==> config.mk <==
export PLATFORM = sky130hd
export DESIGN_NAME = pbuf_reader
export DESIGN_NICKNAME = d
export VERILOG_FILES = /design/src/rtl/pbuf_reader.sv
export SDC_FILE = /design/constraint.sdc
export NUM_CORES = 1
export LEC_CHECK = 0
export ABC_CLOCK_PERIOD_IN_PS = 3700
export BUFFER_PORTS_ARGS = -buffer_cell sky130_fd_sc_hd__buf_2
export CAP_MARGIN = 20
export CORE_MARGIN = 3
export CORE_UTILIZATION = 50
export DETAILED_ROUTE_END_ITERATION = 10
export GPL_TIMING_DRIVEN = 0
export MAX_ROUTING_LAYER = met4
export PLACE_DENSITY = 0.7
export RECOVER_POWER = 25
export SLEW_MARGIN = 10
export SYNTH_ARGS = -nofsm -noshare
export SYNTH_HDL_FRONTEND = slang
export SYNTH_SLANG_ARGS = --single-unit
==> constraint.sdc <==
create_clock -name clk_i -period 3.7 [get_ports clk_i]
set_input_delay 0.74 -clock clk_i [delete_from_list [all_inputs] [get_ports clk_i]]
set_output_delay 0.74 -clock clk_i [all_outputs]
set_load 0.02 [all_outputs]
==> src/rtl/pbuf_reader.sv <==
// Streams len_i consecutive words out of the P result buffer as a valid/ready stream.
// A 2-entry FIFO plus credit-gated read issue keeps the stream lossless under backpressure.
module pbuf_reader #(
  parameter int ADDR_WIDTH = 16,
  parameter int WORD_WIDTH = 128
) (
  input  logic                  clk_i,
  input  logic                  rst_ni,
  input  logic                  start_i,
  input  logic [ADDR_WIDTH-1:0] base_addr_i,
  input  logic [ADDR_WIDTH-1:0] len_i,
  output logic                  busy_o,
  output logic                  done_o,
  output logic                  enp_o,
  output logic                  wep_o,
  output logic [ADDR_WIDTH-1:0] addrp_o,
  input  logic [WORD_WIDTH-1:0] wordp_i,
  output logic [WORD_WIDTH-1:0] m_data_o,
  output logic                  m_valid_o,
  output logic                  m_last_o,
  input  logic                  m_ready_i
);

  typedef enum logic [1:0] {
    IDLE,
    RUN,
    DRAIN,
    DONE
  } state_t;

  state_t                  state_q, state_d;
  logic [ADDR_WIDTH-1:0]   addr_q;
  logic [ADDR_WIDTH-1:0]   remaining_q;
  logic [ADDR_WIDTH-1:0]   len_q;
  logic [ADDR_WIDTH-1:0]   beat_q;
  logic                    inflight_q;
  logic [WORD_WIDTH-1:0]   fifo_q [2];
  logic                    rd_ptr_q;
  logic                    wr_ptr_q;
  logic [1:0]              count_q;

  logic [2:0]              occupancy;
  logic                    bypass;
  logic                    pop;
  logic                    fifo_pop;
  logic                    push;
  logic                    issue;
  logic                    accept;

  // The word returning from P this cycle is presented directly when the FIFO is empty,
  // so the first beat appears the cycle after its read; it is only stored if not taken.
  assign bypass    = (count_q == 2'd0) && inflight_q;
  assign m_valid_o = (count_q != 2'd0) || inflight_q;
  assign m_data_o  = bypass ? wordp_i : fifo_q[rd_ptr_q];
  assign m_last_o  = m_valid_o && (beat_q == len_q - ADDR_WIDTH'(1));

  assign pop       = m_valid_o && m_ready_i;
  assign fifo_pop  = pop && (count_q != 2'd0);
  assign push      = inflight_q && !(bypass && pop);

  // Buffered plus in-flight words may never exceed the two FIFO slots.
  assign occupancy = {1'b0, count_q} + {2'b00, inflight_q};
  assign issue     = (state_q == RUN) && (remaining_q != '0) &&
                     ((occupancy - {2'b00, pop}) < 3'd2);

  assign accept    = (state_q == IDLE) && start_i;

  assign enp_o     = issue;
  assign wep_o     = 1'b0;
  assign addrp_o   = addr_q;
  assign busy_o    = (state_q == RUN) || (state_q == DRAIN);
  assign done_o    = (state_q == DONE);

  always_ff @(posedge clk_i or negedge rst_ni) begin
    if (!rst_ni) begin
      state_q <= IDLE;
    end else begin
      state_q <= state_d;
    end
  end

  // Beats leave in address order, so handshaking the last beat means nothing is left behind it.
  always_comb begin
    state_d = state_q;
    case (state_q)
      IDLE:    if (start_i) state_d = (len_i == '0) ? DONE : RUN;
      RUN:     if (issue && (remaining_q == ADDR_WIDTH'(1))) state_d = DRAIN;
      DRAIN:   if (pop && m_last_o) state_d = DONE;
      DONE:    state_d = IDLE;
      default: state_d = IDLE;
    endcase
  end

  always_ff @(posedge clk_i or negedge rst_ni) begin
    if (!rst_ni) begin
      addr_q      <= '0;
      remaining_q <= '0;
      len_q       <= '0;
      beat_q      <= '0;
      inflight_q  <= 1'b0;
    end else begin
      inflight_q <= issue;
      if (accept) begin
        addr_q      <= base_addr_i;
        remaining_q <= len_i;
        len_q       <= len_i;
        beat_q      <= '0;
      end else begin
        if (issue) begin
          addr_q      <= addr_q + ADDR_WIDTH'(1);
          remaining_q <= remaining_q - ADDR_WIDTH'(1);
        end
        if (pop) begin
          beat_q <= beat_q + ADDR_WIDTH'(1);
        end
      end
    end
  end

  always_ff @(posedge clk_i or negedge rst_ni) begin
    if (!rst_ni) begin
      fifo_q[0] <= '0;
      fifo_q[1] <= '0;
      rd_ptr_q  <= 1'b0;
      wr_ptr_q  <= 1'b0;
      count_q   <= 2'd0;
    end else begin
      if (push) begin
        fifo_q[wr_ptr_q] <= wordp_i;
        wr_ptr_q         <= ~wr_ptr_q;
      end
      if (fifo_pop) begin
        rd_ptr_q <= ~rd_ptr_q;
      end
      case ({push, fifo_pop})
        2'b10:   count_q <= count_q + 2'd1;
        2'b01:   count_q <= count_q - 2'd1;
        default: count_q <= count_q;
      endcase
    end
  end

endmodule

Yosys cells after proc, flatten, opt, wreduce, memory -nomap -nowiden
Cells that the tools add are included.
Widths: inputs -> output; s select.
- register bits: 327
- bits in latches: 0
- bits in writable memories: 0
- bits in read-only memories: 0
- bits of input ports: 164
- output and inout port bits: 150
- logic and storage cells: 80
- memories kept: 0
- add/sub/neg operators: 8
- multipliers: 0
- divide/modulo/power cells: 0
- magnitude comparators: 4
- eq/ne operators: 10
- shifts and indexed selects: 0
- mux-type cells: 19
- bitwise operators: 4
- reductions and logical operators: 24
- operators with widths (kind ; number):
    $mux 128 ; 5
    $bwmux 256 ; 1
    $demux 128 s1 ; 1
    $mux 16 ; 6
    $add 16x1->16 const B ; 2
    $sub 16x1->16 const B ; 2
    $eq 16x1->1 const B ; 1
    $eq 16x16->1 ; 1
    $logic_not 16->1 ; 1
    $reduce_bool 16->1 ; 1
    $logic_and 1x1->1 ; 12
    $mux 2 ; 4
    $pmux 2 s4 ; 1
    $reduce_bool 2->1 ; 4
    $eq 2x2->1 const B ; 3
    $eq 2x1->1 const B ; 2
    $ge 2x2->1 const B ; 2
    $logic_not 2->1 ; 2
    $ne 2x1->1 const B ; 2
    $not 1->2 ; 2
    $pmux 2 s2 ; 1
    $add 2x1->3 ; 1
    $lt 3x2->1 const B ; 1
    $reduce_and 3->1 ; 1
    other kinds (8) ; 10

Logic depth before layout (Yosys ltp)
Gate-level depths: netlist of run 1.
- word-level depth: 9
- depth in mapped cells: 12
- gate-level depth less buffers: 11

Worst setup path after synthesis of run 1
OpenSTA, ideal clock, no wires.
- path kind: input to output
- start: input m_ready_i
- end: output enp_o
- arrival: 2.793 ns
- path slack: 0.167 ns
- stages on the path: 8
- path through: o31a_1 > clkbuf_1 > ha_1 > nor2b_1 > fa_1 > nor2b_1 > o311a_1 > clkbuf_1
- longest elaborated chain between the ends: 4
- RTL lines (element ; RTL line ; RTL):
    start: declaration ; 21 ; input logic m_ready_i
    $logic_and 1x1->1 ; 57 ; assign pop = m_valid_o && m_ready_i;
    $sub 3x1->3 ; 64 ; ((occupancy - {2'b00, pop}) < 3'd2);
    $lt 3x2->1 ; 64 ;
    $logic_and 1x1->1 ; 63 ; assign issue = (state_q == RUN) && (remaining_q != '0) &&
    end: declaration ; 14 ; output logic enp_o,
No other way between the ends.

Worst setup path after layout of run 1
- start: register len_q[0]
- end: output m_last_o
- longest elaborated chain between the ends: 3
- RTL lines (element ; RTL line ; RTL):
    start: declaration ; 34 ; logic [ADDR_WIDTH-1:0] len_q;
    start signal: assignment ; 106 ; len_q <= len_i;
    $sub 16x1->16 ; 55 ; assign m_last_o = m_valid_o && (beat_q == len_q - ADDR_WIDTH'(1));
    $eq 16x16->1 ; 55 ;
    $logic_and 1x1->1 ; 55 ;
    end: declaration ; 20 ; output logic m_last_o,
No other way between the ends.

==> results of run 1 <==
==> cell families (layout without fill, tap and decap cells) <==
family                   Yosys count  after routing  synth area share
adder cells (fa/ha/maj)           13             13            0.0106
multiplexers                     389            389             0.262
other                              1             13          0.000233
buffers and inverters            104            491            0.0248
XOR/XNOR                          69             69            0.0376
AND/OR/NAND/NOR                  332            332            0.0916
AO/OA/AOI/OAI                    191            191            0.0635
flip-flops                       327            327             0.509
==> tightest hold or removal path: stages <==
cell and delay (ns):
buf_2 0.07, nand2_1 0.03, o21ai_0 0.06
==> repair_timing <==
action                                  in CTS  in global routing
hold endpoints to repair                     0                  0
resized for setup                           37                  7
setup buffers                                4                  8
endpoints found under the setup margin     134                 17
pin swaps                                    3                  2
==> final cells by class <==
cell class / count / area (um^2) / share of cell area
well taps: 402 / 503 / 0.0256
clock buffers: 55 / 1040 / 0.0531
diodes: 12 / 30.0 / 0.00153
inverters: 17 / 63.8 / 0.00325
clock inverters: 9 / 160 / 0.00816
repair buffers: 326 / 1710 / 0.0872
plain buffers: 84 / 342 / 0.0174
flip-flops and latches: 327 / 8190 / 0.417
multi-input cells: 995 / 7590 / 0.387
==> path summary, 6_finish.rpt <==
check,slack (ns),from,to,depth (start not counted)
max in group asynchronous,0.57,rst_ni,inflight_q,3
max reg2reg,0.35,count_q[0],state_q[1],11
min reg2reg,0.50,wr_ptr_q,wr_ptr_q,1
min in group asynchronous,1.04,rst_ni,fifo_q[136],1
min,0.44,base_addr_i[0],addrp_o[0],3
max,-0.06,len_q[0],m_last_o,9
==> layer usage <==
metal | up-vias | wire length [um] | global-route usage
li1 | 5711 | - | -
met1 | 6062 | 17500 | 0.312
met2 | 307 | 19500 | 0.380
met3 | 62 | 2460 | 0.0509
met4 | 0 | 937 | 0.0675
met5 | - | 0 | -
==> where the power goes <==
part           switching, mW  internal [mW]
sequential              1.01           5.26
clock                   1.41           2.23
combinational           4.98           3.88
==> through the flow <==
stage	worst slack, ns	instance area, um^2	total power, mW	util
2_1_floorplan	0.167	16100	12.2	-
3_3_place_gp	-4.24	18100	14.7	0.573
3_5_place_dp	-0.846	18200	15.0	0.575
4_1_cts	0.000695	19500	18.9	0.618
5_1_grt	-0.153	19600	20.0	0.620
6_report	-0.0624	19600	18.8	0.621
==> cell usage in the layout, fill, tap and decap left out, drive strengths merged, types with 11 or more instances in the layout <==
cell type and n:
o21ai 170, nand2 205, nand4 12, dfrtp 327, mux2i 132, nand3 16, diode 12, nor3 11
xnor2 37, ha 12, nor2 43, inv 18, xor2 32, clkbuf 136, mux2 257, buf 329
==> sequential cells by signal, indices dropped and copies added, names as in the netlist <==
signal and cells:
remaining_q 16, count_q 2, fifo_q 256, beat_q 16, rd_ptr_q 1, addrp_o 16, wr_ptr_q 1, inflight_q 1
state_q 2, len_q 16
==> results.yml, run 1 <==
detailed_routing:
  dr.pass1.iters: 4
  vias_per_cell: 5.45
  wl_per_cell_um: 18.1
  wirelength_um: 40400
  ant_nets: 0
  dr_total_vias: 12100
  drc_errors: 0
  detail_route.iter0.violations: 512
timing:
  hold_viol_final: 0
  setup-violations-final: 1
  holdWs_ns: 0.436
  slew_headroom: -0.809
  tns_ns: -0.0624
  tightestPinTransition_ns: 2.71
  period_minus_slack_ns: 3.76
  fin_skew_ns: 0.0126
  slew_viol_final: 108
  worst_slack_ns: -0.0624
  fmax_ghz: 0.266
  min_period_over_period: 1.02
  rsz0062_at_grt: "yes"
synth:
  synth_top_cells_by_count: "dfrtp_1, mux2_2, nand2_1, o21ai_0, mux2i_1"
  syn-instance-count: 1426
  ys_types: 52
  synthArstFlopShare: 1.00
  synth_top_flop_cell: "dfrtp_1"
  synth_most_common_cell: "dfrtp_1"
  ys_warn_count: 0
  synth-edff-count: 0
  syn_area_per_cell_um2: 11.3
  synth_seq_area_share: 0.509
  syn_area_mm2: 0.0161
  synth_top_area_cell: "dfrtp_1"
  syn_nets: 1603
  ys_seq_elements: 327
  synth.area.top_cells: "dfrtp_1, mux2_2, mux2i_1"
  synth_top_area_frac: 0.509
setup_path:
  worstPathCellList: "inv_2 -> ha_4 -> nor3b_4 -> xnor2_1 -> nand4_1 -> a2111o_1 -> or4_4 -> nor3_4 -> buf_4"
  crit_path_end_kind: "output port"
  worstPathRequired_ns: 2.96
  start_kind: "flop"
  crit_path_max_fanout: 7
  worst_path_max_delay_cell: "or4_4"
  critical_path_class: "flop to output port"
  crit_path_max_incr_delay_ns: 0.56
  crit_arrival_ns: 3.02
  cp_top_family: "simple AND/OR/NAND/NOR gates"
  cp_num_buf_inv: 2
clocking:
  clkSinkCount: 327
  clk_path_buf_depth: 3
  tritoncts: "built"
  cts_hold_buffers: 0
  clk_latency_ns: 0.51
  path_clk_slew_ns: 0.06
  cts_root_buf: "clkbuf_16"
  h-tree-depth: 2
  cts-buffers-inserted: 36
hold_path:
  hold_class: "input port to flop"
power:
  p_leak_nw: 9.13
  power_density_mw_per_mm2: 956
  ir_worst_vdd_mv: 0.469
floorplan:
  die-area_mm2: 0.0343
  start_util: 0.508
  core_mm2: 0.0316
  io_pins: 314
  die_w_um: 185
  fp-row-count: 65
  die_h_um: 185
place:
  numPortBuffers: 312
  hpwl_um: 29100
  dp.cells: 2142
  gp_congestion: 0.849
finish:
  syn_to_final_growth_pct: 22.2
  instances_no_fill: 2227
  fillers: 2578
  finalNetCount: 1964
  drive_gt1_frac: 0.371
run_status:
  status: "finished, violations left"
  violations: "max-capacitance violations, max-slew violations, negative setup slack"
global_routing:
  grt_pass1_wl_um: 64100
  grt_max_degree: 112
  track_usage: 0.239
  grt_overflow_total: 0
  antenna_found_initial: 11
  grt_pass1_vias: 12200
flow_run:
  maxCapViolCount: 1
Power figures use the tool's default switching activity.
==> run 2: changes to the inputs <==
PLACE_DENSITY = 0.73   (was 0.7)
==> run 2 against run 1 <==
Effect of this change:
- the run ends with max-capacitance violations, max-slew violations left
- final area is essentially flat
- via count grew 0.58%
- flip-flop and latch count is the same
- register-to-register slack lost 0.16 ns
- clock skew grew 0.0011 ns
- setup slack gained 0.095 ns
- cell count shrank 0.49%
- utilization is essentially flat
- maximum frequency grew 2.6%
- clock power grew 2%
- critical endpoint unchanged
- highest routed layer unchanged
==> results.yml, run 2 (synthesized netlist as in run 1, its figures left out) <==
run_status:
  status: "finished, violations left"
  violations: "max-capacitance violations, max-slew violations"
hold_path:
  hold_class: "input port to flop"
  holdPathStages: 3
  hold_end: "addrp_o[9]"
  hp-start: "base_addr_i[9]"
floorplan:
  die_w_um: 185
  start_util: 0.508
  die-area_mm2: 0.0343
  core_mm2: 0.0316
  die_h_um: 185
  fp-row-count: 65
  io_pins: 314
setup_path:
  crit_path_max_fanout: 7
  crit_arrival_ns: 2.93
  critical_path_class: "flop to output port"
  startpoint: "len_q[0]"
  crit_path_end_kind: "output port"
  r2r_cells: 11
  r2r_slack_ns: 0.19
  cp_num_buf_inv: 2
  rr_endpoint: "state_q[1]"
  worst_path_max_delay_cell: "or4_4"
  crit_path_max_incr_delay_ns: 0.56
  cp_top_family: "simple AND/OR/NAND/NOR gates"
  timing.rr.start: "inflight_q"
  start_kind: "flop"
  worstPathCellList: "inv_2 -> ha_4 -> nor3b_4 -> xnor2_1 -> nand4_1 -> a2111o_1 -> or4_4 -> nor3_4 -> buf_4"
  worstPathRequired_ns: 2.96
timing:
  worst_slack_ns: 0.0328
  fmax_ghz: 0.273
  tightestPinTransition_ns: 1.93
  fin_skew_ns: 0.0136
  min_period_over_period: 0.991
  rsz0062_at_grt: "yes"
  slew_viol_final: 76
  setup-violations-final: 0
  hold_viol_final: 0
  slew_headroom: -0.288
  period_minus_slack_ns: 3.67
clocking:
  clk_latency_ns: 0.51
  cts-buffers-inserted: 37
  clkSinkCount: 327
  clk_path_buf_depth: 3
  tritoncts: "built"
  cts_root_buf: "clkbuf_16"
  h-tree-depth: 2
  cts_hold_buffers: 0
  path_clk_slew_ns: 0.06
global_routing:
  grt_pass1_wl_um: 63900
  antenna_found_initial: 7
  grt_overflow_total: 0
  track_usage: 0.239
  grt_max_degree: 96
  grt_pass1_vias: 12100
finish:
  layout_common_cells: "dfrtp_1, buf_2, mux2_2, nand2_1, o21ai_0"
  largest_register_ffs: 256
  regMostFlops: "fifo_q"
  final_common_cell: "dfrtp_1"
  fin_util: 0.620
  fillers: 2559
  syn_to_final_growth_pct: 22.2
  drive_gt1_frac: 0.374
  finalNetCount: 1961
detailed_routing:
  ant_nets: 0
  drc_errors: 0
  wl_per_cell_um: 18.3
  vias_per_cell: 5.51
  detail_route.iter0.violations: 516
  wirelength_um: 40600
  dr.pass1.iters: 5
  dr_total_vias: 12200
power:
  p_leak_nw: 9.14
  ir_worst_vdd_mv: 0.413
  power_density_mw_per_mm2: 961
place:
  post-place-ws_ns: -0.918
  gp_congestion: 0.926
  numPortBuffers: 312
  hpwl_um: 29400
flow_run:
  maxCapViolCount: 1
[run 2: tightest hold or removal path: cells and delay by family]
kind / cells / cell delay [ns]
AO/OA/AOI/OAI: 1 / 0.05
buffers and inverters: 1 / 0.07
AND/OR/NAND/NOR: 1 / 0.03
[run 2: worst max path at each step]
stage / cells after the start / to
after CTS: 8 / enp_o
after global routing: 9 / m_last_o
after detailed placement: 9 / m_data_o[100]
final: 9 / m_last_o
after floorplan: 8 / enp_o
after global placement: 1 / beat_q[13]
[run 2: layer usage]
| layer | GRT usage | part of all wire | vias to the layer above |
|---|---|---|---|
| li1 | - | - | 5712 |
| met1 | 0.312 | 0.44 | 6078 |
| met2 | 0.386 | 0.48 | 355 |
| met3 | 0.0438 | 0.061 | 68 |
| met4 | 0.0654 | 0.024 | 0 |
| met5 | - | 0 | - |
[run 2: cell type report]
| cell class | instances | area (um^2) | area share |
|---|---|---|---|
| diodes | 7 | 17.5 | 0.000892 |
| plain buffers | 83 | 344 | 0.0175 |
| clock buffers | 50 | 1080 | 0.0549 |
| clock inverters | 12 | 169 | 0.00861 |
| inverters | 17 | 63.8 | 0.00325 |
| multi-input cells | 995 | 7570 | 0.386 |
| flip-flops and latches | 327 | 8190 | 0.417 |
| well taps | 402 | 503 | 0.0256 |
| repair buffers | 323 | 1690 | 0.0861 |
[run 2: metrics by stage]
step                      hold slack (ns)  cell area (um^2)  power (mW)   TNS, ns  instances
after floorplan                     0.444             16100        12.2         0       1426
final                               0.434             19600        18.9         0       2216
after global routing                0.441             19600        20.1    -0.101       2216
after CTS                           0.210             19600        18.9         0       2208
after global placement              0.484             18100        14.7  -1419.30       2140
after detailed placement            0.493             18200        15.0    -49.51       2143
[run 2: repair_timing]
item,4_1_cts,5_1_grt
pin swaps,3,1
resized for setup,35,14
buffers inserted,5,3
gates cloned,0,0
setup endpoints to repair,135,60
[run 2: where the power goes]
group          switching, mW  internal, mW  total, mW
sequential              1.01          5.26       6.27
clock                   1.42          2.31       3.73
combinational           4.99          3.86       8.85
total                   7.43          11.4       18.9
